File: config.mk
export PLATFORM = sky130hd
export DESIGN_NAME = cpu_mem_stall
export DESIGN_NICKNAME = d
export VERILOG_FILES = /design/src/rtl/cpu_pkg.sv /design/src/rtl/cpu_alu_p.sv /design/src/rtl/cpu_mem_stall.sv
export SDC_FILE = /design/constraint.sdc
export NUM_CORES = 1
export LEC_CHECK = 0
export ABC_AREA = 1
export CORE_AREA = 2 2 146 177
export DETAILED_ROUTE_END_ITERATION = 8
export DIE_AREA = 0 0 148 179
export SLEW_MARGIN = 15
export SYNTH_ARGS = -nofsm -noshare
export SYNTH_HDL_FRONTEND = slang
export SYNTH_SLANG_ARGS = --single-unit
File: constraint.sdc
create_clock -name CLK -period 13.5 [get_ports CLK]
set_clock_uncertainty 0.1 [all_clocks]
set_input_delay 2.7 -clock CLK [delete_from_list [all_inputs] [get_ports CLK]]
set_output_delay 2.7 -clock CLK [all_outputs]
set_load 0.02 [all_outputs]
File: src/rtl/cpu_pkg.sv
`default_nettype none
// +--------------------------------------------------------------------------+
// | Module      : cpu_pkg                                                    |
// | Description : Shared definitions for the cpu_mem_stall core: opcode      |
// |               values, ALU function select encoding and FSM states.       |
// | Revision    : 1.0  initial release                                       |
// +--------------------------------------------------------------------------+
package cpu_pkg;

   // Opcode field INSTRUCTION[31:24]
   localparam logic [7:0] OP_LOADI = 8'h00;
   localparam logic [7:0] OP_MOV   = 8'h01;
   localparam logic [7:0] OP_ADD   = 8'h02;
   localparam logic [7:0] OP_SUB   = 8'h03;
   localparam logic [7:0] OP_AND   = 8'h04;
   localparam logic [7:0] OP_OR    = 8'h05;
   localparam logic [7:0] OP_J     = 8'h06;
   localparam logic [7:0] OP_BEQ   = 8'h07;
   localparam logic [7:0] OP_LWD   = 8'h08;
   localparam logic [7:0] OP_LWI   = 8'h09;
   localparam logic [7:0] OP_SWD   = 8'h0A;
   localparam logic [7:0] OP_SWI   = 8'h0B;
   localparam logic [7:0] OP_BNE   = 8'h0C;
   localparam logic [7:0] OP_MULT  = 8'h0D;
   localparam logic [7:0] OP_SLL   = 8'h0E;
   localparam logic [7:0] OP_SRL   = 8'h0F;
   localparam logic [7:0] OP_SRA   = 8'h10;
   localparam logic [7:0] OP_ROR   = 8'h11;

   localparam int ALU_SEL_W = 4;

   typedef enum logic [ALU_SEL_W-1:0] {
      ALU_FWD = 4'd0,
      ALU_ADD = 4'd1,
      ALU_AND = 4'd2,
      ALU_OR  = 4'd3,
      ALU_MUL = 4'd4,
      ALU_SLL = 4'd5,
      ALU_SRL = 4'd6,
      ALU_SRA = 4'd7,
      ALU_ROR = 4'd8
   } alu_sel_t;

   typedef enum logic [0:0] {
      ST_EXEC = 1'b0,
      ST_MEM  = 1'b1
   } state_t;

endpackage
`default_nettype wire

File: src/rtl/cpu_alu_p.sv
`default_nettype none
// +--------------------------------------------------------------------------+
// | Module      : cpu_alu_p                                                  |
// | Description : Combinational ALU. Forward, add, and, or, multiply (low    |
// |               half), logical shifts, arithmetic right shift and rotate   |
// |               right. ZERO flags an all-zero result.                      |
// | Ports       : i_a      first operand (shift/rotate source)               |
// |               i_b      second operand (forward source)                   |
// |               i_shamt  shift/rotate amount (unsigned, 8 bits)            |
// |               i_sel    function select (alu_sel_t encoding)              |
// |               o_result result, DATA_W bits                               |
// |               o_zero   1 when o_result == 0                              |
// | Revision    : 1.0  initial release                                       |
// +--------------------------------------------------------------------------+
module cpu_alu_p
   import cpu_pkg::*;
#(
   parameter int DATA_W = 8
) (
   input  logic [DATA_W-1:0]    i_a,
   input  logic [DATA_W-1:0]    i_b,
   input  logic [7:0]           i_shamt,
   input  logic [ALU_SEL_W-1:0] i_sel,
   output logic [DATA_W-1:0]    o_result,
   output logic                 o_zero
);

   logic       w_big;   // shift amount reaches or exceeds the word width
   logic [7:0] w_rot;   // rotate amount reduced modulo DATA_W

   assign w_big = ({24'd0, i_shamt} >= 32'(DATA_W));
   assign w_rot = 8'({24'd0, i_shamt} % 32'(DATA_W));

   always_comb begin
      o_result = '0;
      case (i_sel)
         ALU_FWD: o_result = i_b;
         ALU_ADD: o_result = i_a + i_b;
         ALU_AND: o_result = i_a & i_b;
         ALU_OR:  o_result = i_a | i_b;
         ALU_MUL: o_result = i_a * i_b;
         ALU_SLL: o_result = w_big ? '0 : (i_a << i_shamt);
         ALU_SRL: o_result = w_big ? '0 : (i_a >> i_shamt);
         ALU_SRA: o_result = w_big ? {DATA_W{i_a[DATA_W-1]}}
                                   : $unsigned($signed(i_a) >>> i_shamt);
         // A zero rotate shifts left by DATA_W, which yields 0 and leaves i_a intact.
         ALU_ROR: o_result = (i_a >> w_rot) | (i_a << (DATA_W - int'(w_rot)));
         default: o_result = '0;
      endcase
   end

   assign o_zero = (o_result == '0);

endmodule
`default_nettype wire

File: src/rtl/cpu_mem_stall.sv
`default_nettype none
// +--------------------------------------------------------------------------+
// | Module      : cpu_mem_stall                                              |
// | Description : Single-issue CPU core with load/store over a BUSYWAIT      |
// |               handshake. Non-memory ops retire in one cycle; memory ops  |
// |               issue a registered request and wait in MEM until BUSYWAIT  |
// |               drops, holding PC and the register file meanwhile.         |
// | Ports       : CLK, RESET (sync, active high)                             |
// |               PC            current instruction address                  |
// |               INSTRUCTION   {op, rd/offset, rt, rs/imm}                  |
// |               MEM_READ/MEM_WRITE/MEM_ADDRESS/MEM_WRITEDATA  registered   |
// |               MEM_READDATA  load data, BUSYWAIT memory busy              |
// | Revision    : 1.0  initial release                                       |
// +--------------------------------------------------------------------------+
module cpu_mem_stall
   import cpu_pkg::*;
#(
   parameter int DATA_W     = 8,
   parameter int REG_ADDR_W = 3,
   parameter int PC_W       = 32
) (
   input  logic              CLK,
   input  logic              RESET,
   output logic [PC_W-1:0]   PC,
   input  logic [31:0]       INSTRUCTION,
   output logic              MEM_READ,
   output logic              MEM_WRITE,
   output logic [DATA_W-1:0] MEM_ADDRESS,
   output logic [DATA_W-1:0] MEM_WRITEDATA,
   input  logic [DATA_W-1:0] MEM_READDATA,
   input  logic              BUSYWAIT
);

   localparam int c_NUM_REGS = 2 ** REG_ADDR_W;

   // ---------------- state ----------------
   state_t              r_state;
   state_t              w_state_next;
   logic [PC_W-1:0]     r_pc;
   logic                r_mem_read;
   logic                r_mem_write;
   logic [DATA_W-1:0]   r_mem_addr;
   logic [DATA_W-1:0]   r_mem_wdata;
   logic [DATA_W-1:0]   r_regs [c_NUM_REGS];

   // ---------------- decode ----------------
   logic [7:0]            w_opcode;
   logic [REG_ADDR_W-1:0] w_rd_idx;
   logic [REG_ADDR_W-1:0] w_rt_idx;
   logic [REG_ADDR_W-1:0] w_rs_idx;
   logic [DATA_W-1:0]     w_rt_val;
   logic [DATA_W-1:0]     w_rs_val;
   logic [DATA_W-1:0]     w_imm;
   logic [PC_W-1:0]       w_off_ext;
   logic [PC_W-1:0]       w_pc_plus4;
   logic [PC_W-1:0]       w_pc_branch;
   logic                  w_unused_rt_hi;

   assign w_opcode    = INSTRUCTION[31:24];
   assign w_rd_idx    = INSTRUCTION[16 +: REG_ADDR_W];
   assign w_rt_idx    = INSTRUCTION[8 +: REG_ADDR_W];
   assign w_rs_idx    = INSTRUCTION[0 +: REG_ADDR_W];
   assign w_rt_val    = r_regs[w_rt_idx];
   assign w_rs_val    = r_regs[w_rs_idx];
   assign w_imm       = DATA_W'(INSTRUCTION[7:0]);
   assign w_off_ext   = {{(PC_W-8){INSTRUCTION[23]}}, INSTRUCTION[23:16]};
   assign w_pc_plus4  = r_pc + PC_W'(4);
   assign w_pc_branch = w_pc_plus4 + (w_off_ext << 2);
   // Upper rt-field bits are only meaningful for wider register files.
   assign w_unused_rt_hi = ^INSTRUCTION[15:8];

   alu_sel_t          w_alu_sel;
   logic [DATA_W-1:0] w_alu_b;
   logic [DATA_W-1:0] w_alu_result;
   logic              w_alu_zero;
   logic              w_reg_we;
   logic              w_jump;
   logic              w_beq;
   logic              w_bne;
   logic              w_load;
   logic              w_store;
   logic              w_addr_imm;
   logic              w_take;
   logic [DATA_W-1:0] w_mem_addr;

   always_comb begin
      w_alu_sel  = ALU_FWD;
      w_alu_b    = w_rs_val;
      w_reg_we   = 1'b0;
      w_jump     = 1'b0;
      w_beq      = 1'b0;
      w_bne      = 1'b0;
      w_load     = 1'b0;
      w_store    = 1'b0;
      w_addr_imm = 1'b0;
      case (w_opcode)
         OP_LOADI: begin w_alu_b = w_imm; w_reg_we = 1'b1; end
         OP_MOV:   w_reg_we = 1'b1;
         OP_ADD:   begin w_alu_sel = ALU_ADD; w_reg_we = 1'b1; end
         // Subtraction and compares share the adder via two's complement of rs.
         OP_SUB:   begin w_alu_sel = ALU_ADD; w_alu_b = ~w_rs_val + DATA_W'(1); w_reg_we = 1'b1; end
         OP_AND:   begin w_alu_sel = ALU_AND; w_reg_we = 1'b1; end
         OP_OR:    begin w_alu_sel = ALU_OR;  w_reg_we = 1'b1; end
         OP_J:     w_jump = 1'b1;
         OP_BEQ:   begin w_alu_sel = ALU_ADD; w_alu_b = ~w_rs_val + DATA_W'(1); w_beq = 1'b1; end
         OP_BNE:   begin w_alu_sel = ALU_ADD; w_alu_b = ~w_rs_val + DATA_W'(1); w_bne = 1'b1; end
         OP_LWD:   w_load = 1'b1;
         OP_LWI:   begin w_load = 1'b1; w_addr_imm = 1'b1; end
         OP_SWD:   w_store = 1'b1;
         OP_SWI:   begin w_store = 1'b1; w_addr_imm = 1'b1; end
         OP_MULT:  begin w_alu_sel = ALU_MUL; w_reg_we = 1'b1; end
         OP_SLL:   begin w_alu_sel = ALU_SLL; w_reg_we = 1'b1; end
         OP_SRL:   begin w_alu_sel = ALU_SRL; w_reg_we = 1'b1; end
         OP_SRA:   begin w_alu_sel = ALU_SRA; w_reg_we = 1'b1; end
         OP_ROR:   begin w_alu_sel = ALU_ROR; w_reg_we = 1'b1; end
         default:  ;
      endcase
   end

   cpu_alu_p #(.DATA_W(DATA_W)) u_alu (
      .i_a      (w_rt_val),
      .i_b      (w_alu_b),
      .i_shamt  (INSTRUCTION[7:0]),
      .i_sel    (w_alu_sel),
      .o_result (w_alu_result),
      .o_zero   (w_alu_zero)
   );

   assign w_take     = w_jump | (w_beq & w_alu_zero) | (w_bne & ~w_alu_zero);
   assign w_mem_addr = w_addr_imm ? w_imm : w_rs_val;

   // ---------------- next-state / commit logic ----------------
   logic [PC_W-1:0]   w_pc_next;
   logic              w_mem_read_next;
   logic              w_mem_write_next;
   logic [DATA_W-1:0] w_mem_addr_next;
   logic [DATA_W-1:0] w_mem_wdata_next;
   logic              w_rf_we;
   logic [DATA_W-1:0] w_rf_wdata;

   always_comb begin
      w_state_next     = r_state;
      w_pc_next        = r_pc;
      w_mem_read_next  = r_mem_read;
      w_mem_write_next = r_mem_write;
      w_mem_addr_next  = r_mem_addr;
      w_mem_wdata_next = r_mem_wdata;
      w_rf_we          = 1'b0;
      w_rf_wdata       = w_alu_result;
      case (r_state)
         ST_EXEC: begin
            if (w_load) begin
               w_mem_read_next = 1'b1;
               w_mem_addr_next = w_mem_addr;
               w_state_next    = ST_MEM;
            end else if (w_store) begin
               w_mem_write_next = 1'b1;
               w_mem_addr_next  = w_mem_addr;
               w_mem_wdata_next = w_rt_val;
               w_state_next     = ST_MEM;
            end else begin
               w_rf_we   = w_reg_we;
               w_pc_next = w_take ? w_pc_branch : w_pc_plus4;
            end
         end
         ST_MEM: begin
            // Everything holds while the memory is busy; rd still comes from
            // INSTRUCTION, which the fetch side keeps stable while PC is held.
            if (!BUSYWAIT) begin
               w_rf_we          = r_mem_read;
               w_rf_wdata       = MEM_READDATA;
               w_mem_read_next  = 1'b0;
               w_mem_write_next = 1'b0;
               w_pc_next        = w_pc_plus4;
               w_state_next     = ST_EXEC;
            end
         end
         default: w_state_next = ST_EXEC;
      endcase
   end

   always_ff @(posedge CLK) begin
      if (RESET) r_state <= ST_EXEC;
      else       r_state <= w_state_next;
   end

   always_ff @(posedge CLK) begin
      if (RESET) begin
         r_pc        <= '0;
         r_mem_read  <= 1'b0;
         r_mem_write <= 1'b0;
         r_mem_addr  <= '0;
         r_mem_wdata <= '0;
         for (int i = 0; i < c_NUM_REGS; i++) r_regs[i] <= '0;
      end else begin
         r_pc        <= w_pc_next;
         r_mem_read  <= w_mem_read_next;
         r_mem_write <= w_mem_write_next;
         r_mem_addr  <= w_mem_addr_next;
         r_mem_wdata <= w_mem_wdata_next;
         if (w_rf_we) r_regs[w_rd_idx] <= w_rf_wdata;
      end
   end

   assign PC            = r_pc;
   assign MEM_READ      = r_mem_read;
   assign MEM_WRITE     = r_mem_write;
   assign MEM_ADDRESS   = r_mem_addr;
   assign MEM_WRITEDATA = r_mem_wdata;

endmodule
`default_nettype wire

==> results.sh, run 1 <==
export IMPL_cp_end_kind="flip-flop"
export IMPL_ys_ff_latch=113
export IMPL_leakagePower_uw=0.00592
export IMPL_critPathKind="in -> reg"
export IMPL_powerDensity_nw_per_um2=93.9
export IMPL_synth_seq_area_share_pct=26.3
export IMPL_p_int_uw=752
export IMPL_drt_initial_drc_count=795
export IMPL_track_usage_pct=28.1
export IMPL_grt_max_degree=64
export IMPL_cap_violations=0
export IMPL_final_cell_mix="nand2_1 (414), inv_1 (221), nor2_1 (175)"
export IMPL_critPathLaunchType="primary input"
export IMPL_via_per_inst=5.39
export IMPL_hp_class="reg -> reg"
export IMPL_fin_nets=1831
export IMPL_relSlewSlack_pct=20.3
export IMPL_grt_pass1_wl_mm=57.1
export IMPL_dieArea_sq_um=26500
export IMPL_pwr_share_comb_pct=29.3
export IMPL_cts_tree="yes"
export IMPL_synth_avg_cell_area_sq_um=6.68
export IMPL_syn_inst=1650
export IMPL_placed_cell_area_sq_um=12000
export IMPL_synth_cell_types=62
export IMPL_clock_power_share_pct=38.6
export IMPL_vdd_drop_max_uv=92.2
export IMPL_synth_edf_count=64
export IMPL_insertion_delay_ps=440
export IMPL_overflow=0
export IMPL_routed_wl_mm=36.9
export IMPL_clk_pin_slew_ps=60
export IMPL_r2r_setup_slack_ps=6500
export IMPL_finalCritPeriodShare_pct=74.7
export IMPL_cts_max_level=4
export IMPL_final_common_cell="nand2_1"
export IMPL_clockBufferDepth=2
export IMPL_antenna_left=0
export IMPL_dr_wl_met3_mm=1.86
export IMPL_drc=0
export IMPL_cts_root_buffer="clkbuf_16"
export IMPL_numCtsBuffers=17
export IMPL_io_pins=93
export IMPL_p_sw_uw=429
export IMPL_ys_flop_type="edfxtp_1"
export IMPL_postCtsSetupRepairBufs=0
export IMPL_route_met2_wl_mm=17.4
export IMPL_vias=11100
export IMPL_grt_pass1_vias=10600
export IMPL_area_growth_pct=14.1
export IMPL_synthSimpleGateAreaFrac_pct=30.8
export IMPL_cts_resized=0
export IMPL_m1WireLength_mm=15.3
export IMPL_portBuffers=85
export IMPL_n_antenna_cell=0
export IMPL_postLayoutCoreUtil_pct=50.3
export IMPL_synthAdderAreaFrac_pct=9.81
export IMPL_tns_ps=0
export IMPL_dp_hpwl_mm=28.0
export IMPL_critical_path_max_stage_delay_ps=550
export IMPL_synth_compound_gate_area_share_pct=16.4
export IMPL_drv_slew=0
export IMPL_place_congestion=1.01
export IMPL_crit_path_top_delay_cell="fa_1"
export IMPL_yosys_mux_area_fraction_pct=0.182
export IMPL_crit_fanout=43
export IMPL_synthArstFlopShare_pct=0
export IMPL_status="completed"
export IMPL_fillers=2631
export IMPL_antenna_found_initial=0
export IMPL_swShare_pct=36.3
export IMPL_die_x_um=148
export IMPL_drt_pass1_iterations=5
export IMPL_synth_xor_area_share_pct=4.93
export IMPL_yosys_warnings=0
export IMPL_die_y_um=179
export IMPL_clkSinkCount=113
export IMPL_syn_cell_area_sq_um=11000
export IMPL_period_minus_slack_ps=10080
export IMPL_final_area_sq_um=12600
export IMPL_worst_pin_slew_ps=1190
export IMPL_cp_arrival_ps=10330
export IMPL_num_rows=64
export IMPL_required_ps=13750
export IMPL_hold_viol_final=0
export IMPL_coreArea_sq_um=25000
export IMPL_rsz0062_at_grt="false"
export IMPL_seqPwrFrac_pct=32.1
export IMPL_drt_wirelength_per_cell_um=18.0
export IMPL_ctsHoldBuffers=0
export IMPL_max_freq_ghz=0.0992
export IMPL_setup_viol_count_final=0
export IMPL_start_util_pct=44.1
export IMPL_top_layer="met4"
export IMPL_layout_drive_gt1_share_pct=6.73
export IMPL_synth_top_family_by_area="simple AND/OR/NAND/NOR gates"
-- cell type report --
class                           count  area, sq um  area share, %
Inverter                          239          905           7.20
Timing Repair Buffer               94          908           7.23
Tap cell                          330          413           3.28
Clock inverter                     14          145           1.15
Multi-Input combinational cell   1245         6860           54.6
Sequential cell                   113         2900           23.1
Clock buffer                       18          439           3.49
-- synth_stat cells, types with 6 or more instances --
cell type	count	area [sq um]
a21oi_1	98	490
a31oi_1	6	37.5
buf_2	13	65.1
buf_4	10	75.1
buf_6	13	146
clkbuf_1	15	56.3
dfxtp_1	49	981
edfxtp_1	64	1920
fa_1	14	280
ha_1	64	801
inv_1	221	830
inv_2	16	60.1
nand2_1	414	1550
nand2_2	11	68.8
nand3_1	119	596
nand3_2	9	90.1
nand4_1	16	100
nor2_1	176	661
nor3_1	15	75.1
o211ai_1	20	150
o21ai_0	78	390
o21ai_1	46	230
o21ai_2	9	78.8
o21bai_1	6	45.0
o22ai_1	17	106
xnor2_1	21	184
xor2_1	41	359
-- registers in the layout (all words and copies together) (netlist names) --
name / flops
MEM_ADDRESS: 8
MEM_READ: 1
MEM_WRITE: 1
MEM_WRITEDATA: 8
PC: 30
r_regs: 64
r_state: 1
-- worst paths after layout --
| kind | from | endpoint | depth (start not counted) |
|---|---|---|---|
| worst max-delay path | INSTRUCTION[1] | PC[13] | 35 |
| worst min-delay path | MEM_WRITE | MEM_WRITE | 2 |
| worst max register to register | r_regs[1][0] | PC[13] | 33 |
| worst min register to register | MEM_WRITE | MEM_WRITE | 2 |
-- kinds of logic after synthesis --
group,count (synthesis)
DFF,113
AOI/OAI and AO/OA,311
xor gates and xnor gates,62
and+or+nand+nor,790
buffers and inverters,293
adders and majority gates,78
muxes,2
other,1
-- power by group through the flow --
stage,combinational (uW),sequential (uW),clock (uW)
finish,346,379,456
global route,385,380,476
CTS,344,379,460
detailed placement,340,386,0
global placement,338,386,0
floorplan,237,387,0
-- critical path: cells and delay by family --
kind | cells | cell delay, ps
AO/OA/AOI/OAI | 2 | 420
XOR/XNOR | 1 | 190
adder cells (fa/ha/maj) | 6 | 2620
buffers and inverters | 8 | 1580
AND/OR/NAND/NOR | 18 | 2780
-- stage by stage --
stage	cells	power, uW	hold WS [ps]	setup slack [ps]
floorplan	1651	624	451	5480
global placement	2021	724	375	3190
detailed placement	2021	726	386	3190
CTS	2053	1180	395	3570
global route	2053	1240	420	3110
finish	2053	1180	386	3420
-- layer usage --
metal  global-route usage [%]  vias to the layer above
met5                        0                        -
met4                     18.3                        0
met3                     3.44                       98
met2                     47.7                      350
met1                     33.7                     5069
li1                         -                     5546
Power figures use the tool's default switching activity.
==> run 2: changes to the inputs <==
--- a/config.mk
+++ b/config.mk
@@ -9,6 +9,7 @@
 export CORE_AREA = 2 2 146 177
 export DETAILED_ROUTE_END_ITERATION = 8
 export DIE_AREA = 0 0 148 179
+export PLACE_DENSITY = 0.66
 export SLEW_MARGIN = 15
 export SYNTH_ARGS = -nofsm -noshare
 export SYNTH_HDL_FRONTEND = slang
==> constraint.sdc (replaced) <==
create_clock -name CLK -period 8.92 [get_ports CLK]
set_clock_uncertainty 0.1 [all_clocks]
set_input_delay 1.784 -clock CLK [delete_from_list [all_inputs] [get_ports CLK]]
set_output_delay 1.784 -clock CLK [all_outputs]
set_load 0.02 [all_outputs]
==> run 2 against run 1 <==
  * Cell count rose by 1.0%
  * Routed wire length fell by 2.6%
  * Non-clock buffer count grew 21
  * Combinational power rose by 55%
  * Highest routed layer unchanged
  * Setup slack got worse by 2700 ps
  * Sequential power increased by 51%
  * Global-route usage down 0.65 points
  * Clock power increased by 49%
==> results.sh, run 2 (synthesis results as in run 1) <==
export IMPL_status="completed"
export IMPL_drt_pass1_iterations=5
export IMPL_final_cell_mix="nand2_1 (414), inv_1 (221), nor2_1 (176)"
export IMPL_critPathKind="in -> reg"
export IMPL_die_x_um=148
export IMPL_place_congestion=0.989
export IMPL_powerDensity_nw_per_um2=140
export IMPL_hp_start="PC[28]"
export IMPL_drt_initial_drc_count=823
export IMPL_fin_nets=1852
export IMPL_num_rows=64
export IMPL_insertion_delay_ps=430
export IMPL_leakagePower_uw=0.00604
export IMPL_via_per_inst=5.42
export IMPL_hp_class="reg -> reg"
export IMPL_vdd_drop_max_uv=130
export IMPL_clockBufferDepth=2
export IMPL_grt_pass1_wl_mm=56.5
export IMPL_vias=11200
export IMPL_cp_top_family="adder cells"
export IMPL_layout_drive_gt1_share_pct=7.57
export IMPL_relSlewSlack_pct=23.3
export IMPL_cp_end_kind="flip-flop"
export IMPL_worst_pin_slew_ps=1140
export IMPL_r2r_cells=39
export IMPL_numCtsBuffers=17
export IMPL_path_buf_inv=8
export IMPL_ctsHoldBuffers=0
export IMPL_max_freq_ghz=0.122
export IMPL_cts_resized=0
export IMPL_overflow=0
export IMPL_antenna_found_initial=0
export IMPL_setup_viol_count_final=0
export IMPL_period_minus_slack_ps=8210
export IMPL_r2r_start="r_regs[3][0]"
export IMPL_rr_endpoint="PC[4]"
export IMPL_crit_end="PC[4]"
export IMPL_final_area_sq_um=12800
export IMPL_coreArea_sq_um=25000
export IMPL_drv_slew=0
export IMPL_whs_ps=399
export IMPL_critical_path_max_stage_delay_ps=550
export IMPL_routed_wl_mm=35.9
export IMPL_clk_pin_slew_ps=60
export IMPL_grt_pass1_vias=10600
export IMPL_cp_arrival_ps=8390
export IMPL_finalCritPeriodShare_pct=92.1
export IMPL_cts_max_level=4
export IMPL_crit_path_top_delay_cell="fa_1"
export IMPL_largest_reg_flops=64
export IMPL_path_depth=35
export IMPL_regMostFlops="r_regs"
export IMPL_final_common_cell="nand2_1"
export IMPL_critPathLaunchType="primary input"
export IMPL_die_y_um=179
export IMPL_clkSinkCount=113
export IMPL_io_pins=93
export IMPL_start_util_pct=44.1
export IMPL_dieArea_sq_um=26500
export IMPL_track_usage_pct=27.5
export IMPL_tns_ps=0
export IMPL_area_growth_pct=15.9
export IMPL_cts_tree="yes"
export IMPL_n_antenna_cell=0
export IMPL_rsz0062_at_grt="false"
export IMPL_cap_violations=0
export IMPL_postCtsSetupRepairBufs=0
export IMPL_r2r_setup_slack_ps=2340
export IMPL_grt_max_degree=52
export IMPL_dp_hpwl_mm=27.8
export IMPL_required_ps=9100
export IMPL_drt_wirelength_per_cell_um=17.3
export IMPL_placed_cell_area_sq_um=12200
export IMPL_hold_viol_final=0
export IMPL_postLayoutCoreUtil_pct=51.1
export IMPL_crit_start="INSTRUCTION[1]"
export IMPL_antenna_left=0
export IMPL_drc=0
export IMPL_crit_fanout=23
export IMPL_portBuffers=85
export IMPL_cts_root_buffer="clkbuf_16"
-- run 2: cell count changes in the layout (fill, tap and decap cells not counted), sizes merged --
| cell | delta |
|---|---|
| buf | +21 |
| inv | -8 |
| clkinv | +6 |
| bufinv | +2 |
| clkbuf | +2 |
| clkinvlp | -2 |
-- run 2: layout make-up --
cell class	count	area (sq um)
clock buffer	20	447
inverter	239	905
tap	330	413
fill	2532	12200
clock inverter	12	140
multi-input combinational	1245	6850
sequential	113	2900
timing repair buffer	115	1100
-- run 2: how the worst min path moves through the flow --
stage / to / cells past startpoint
after floorplan: MEM_READ / 2
after global placement: PC[28] / 2
after global routing: PC[28] / 2
final: PC[28] / 2
after CTS: PC[28] / 2
after detailed placement: PC[28] / 2
-- run 2: power breakdown --
| part | internal [uW] | total (uW) | switching [uW] |
|---|---|---|---|
| sequential | 564 | 574 | 9.65 |
| clock | 442 | 678 | 236 |
| combinational | 185 | 537 | 352 |
| total | 1190 | 1790 | 598 |
-- run 2: routing by layer --
layer  track usage, %  part of all wire, %  up-vias
li1                 -                    -     5584
met1             34.9                   42     5141
met2             45.9                   47      441
met3             5.01                  6.8       67
met4             11.8                  4.2        0
met5                0                    0        -
-- run 2: tightest hold or removal path, cell delays in order, from the launching register on --
cell and delay, ps:
dfxtp_1 340, nand2_1 70, nand2_1 40
-- run 2: through the flow --
stage	total power [uW]	std cells	setup WS (ps)
final	1790	2074	706
after global routing	1880	2074	300
after CTS	1800	2074	792
after detailed placement	1110	2042	367
after global placement	1110	2042	398
after floorplan	945	1651	1810
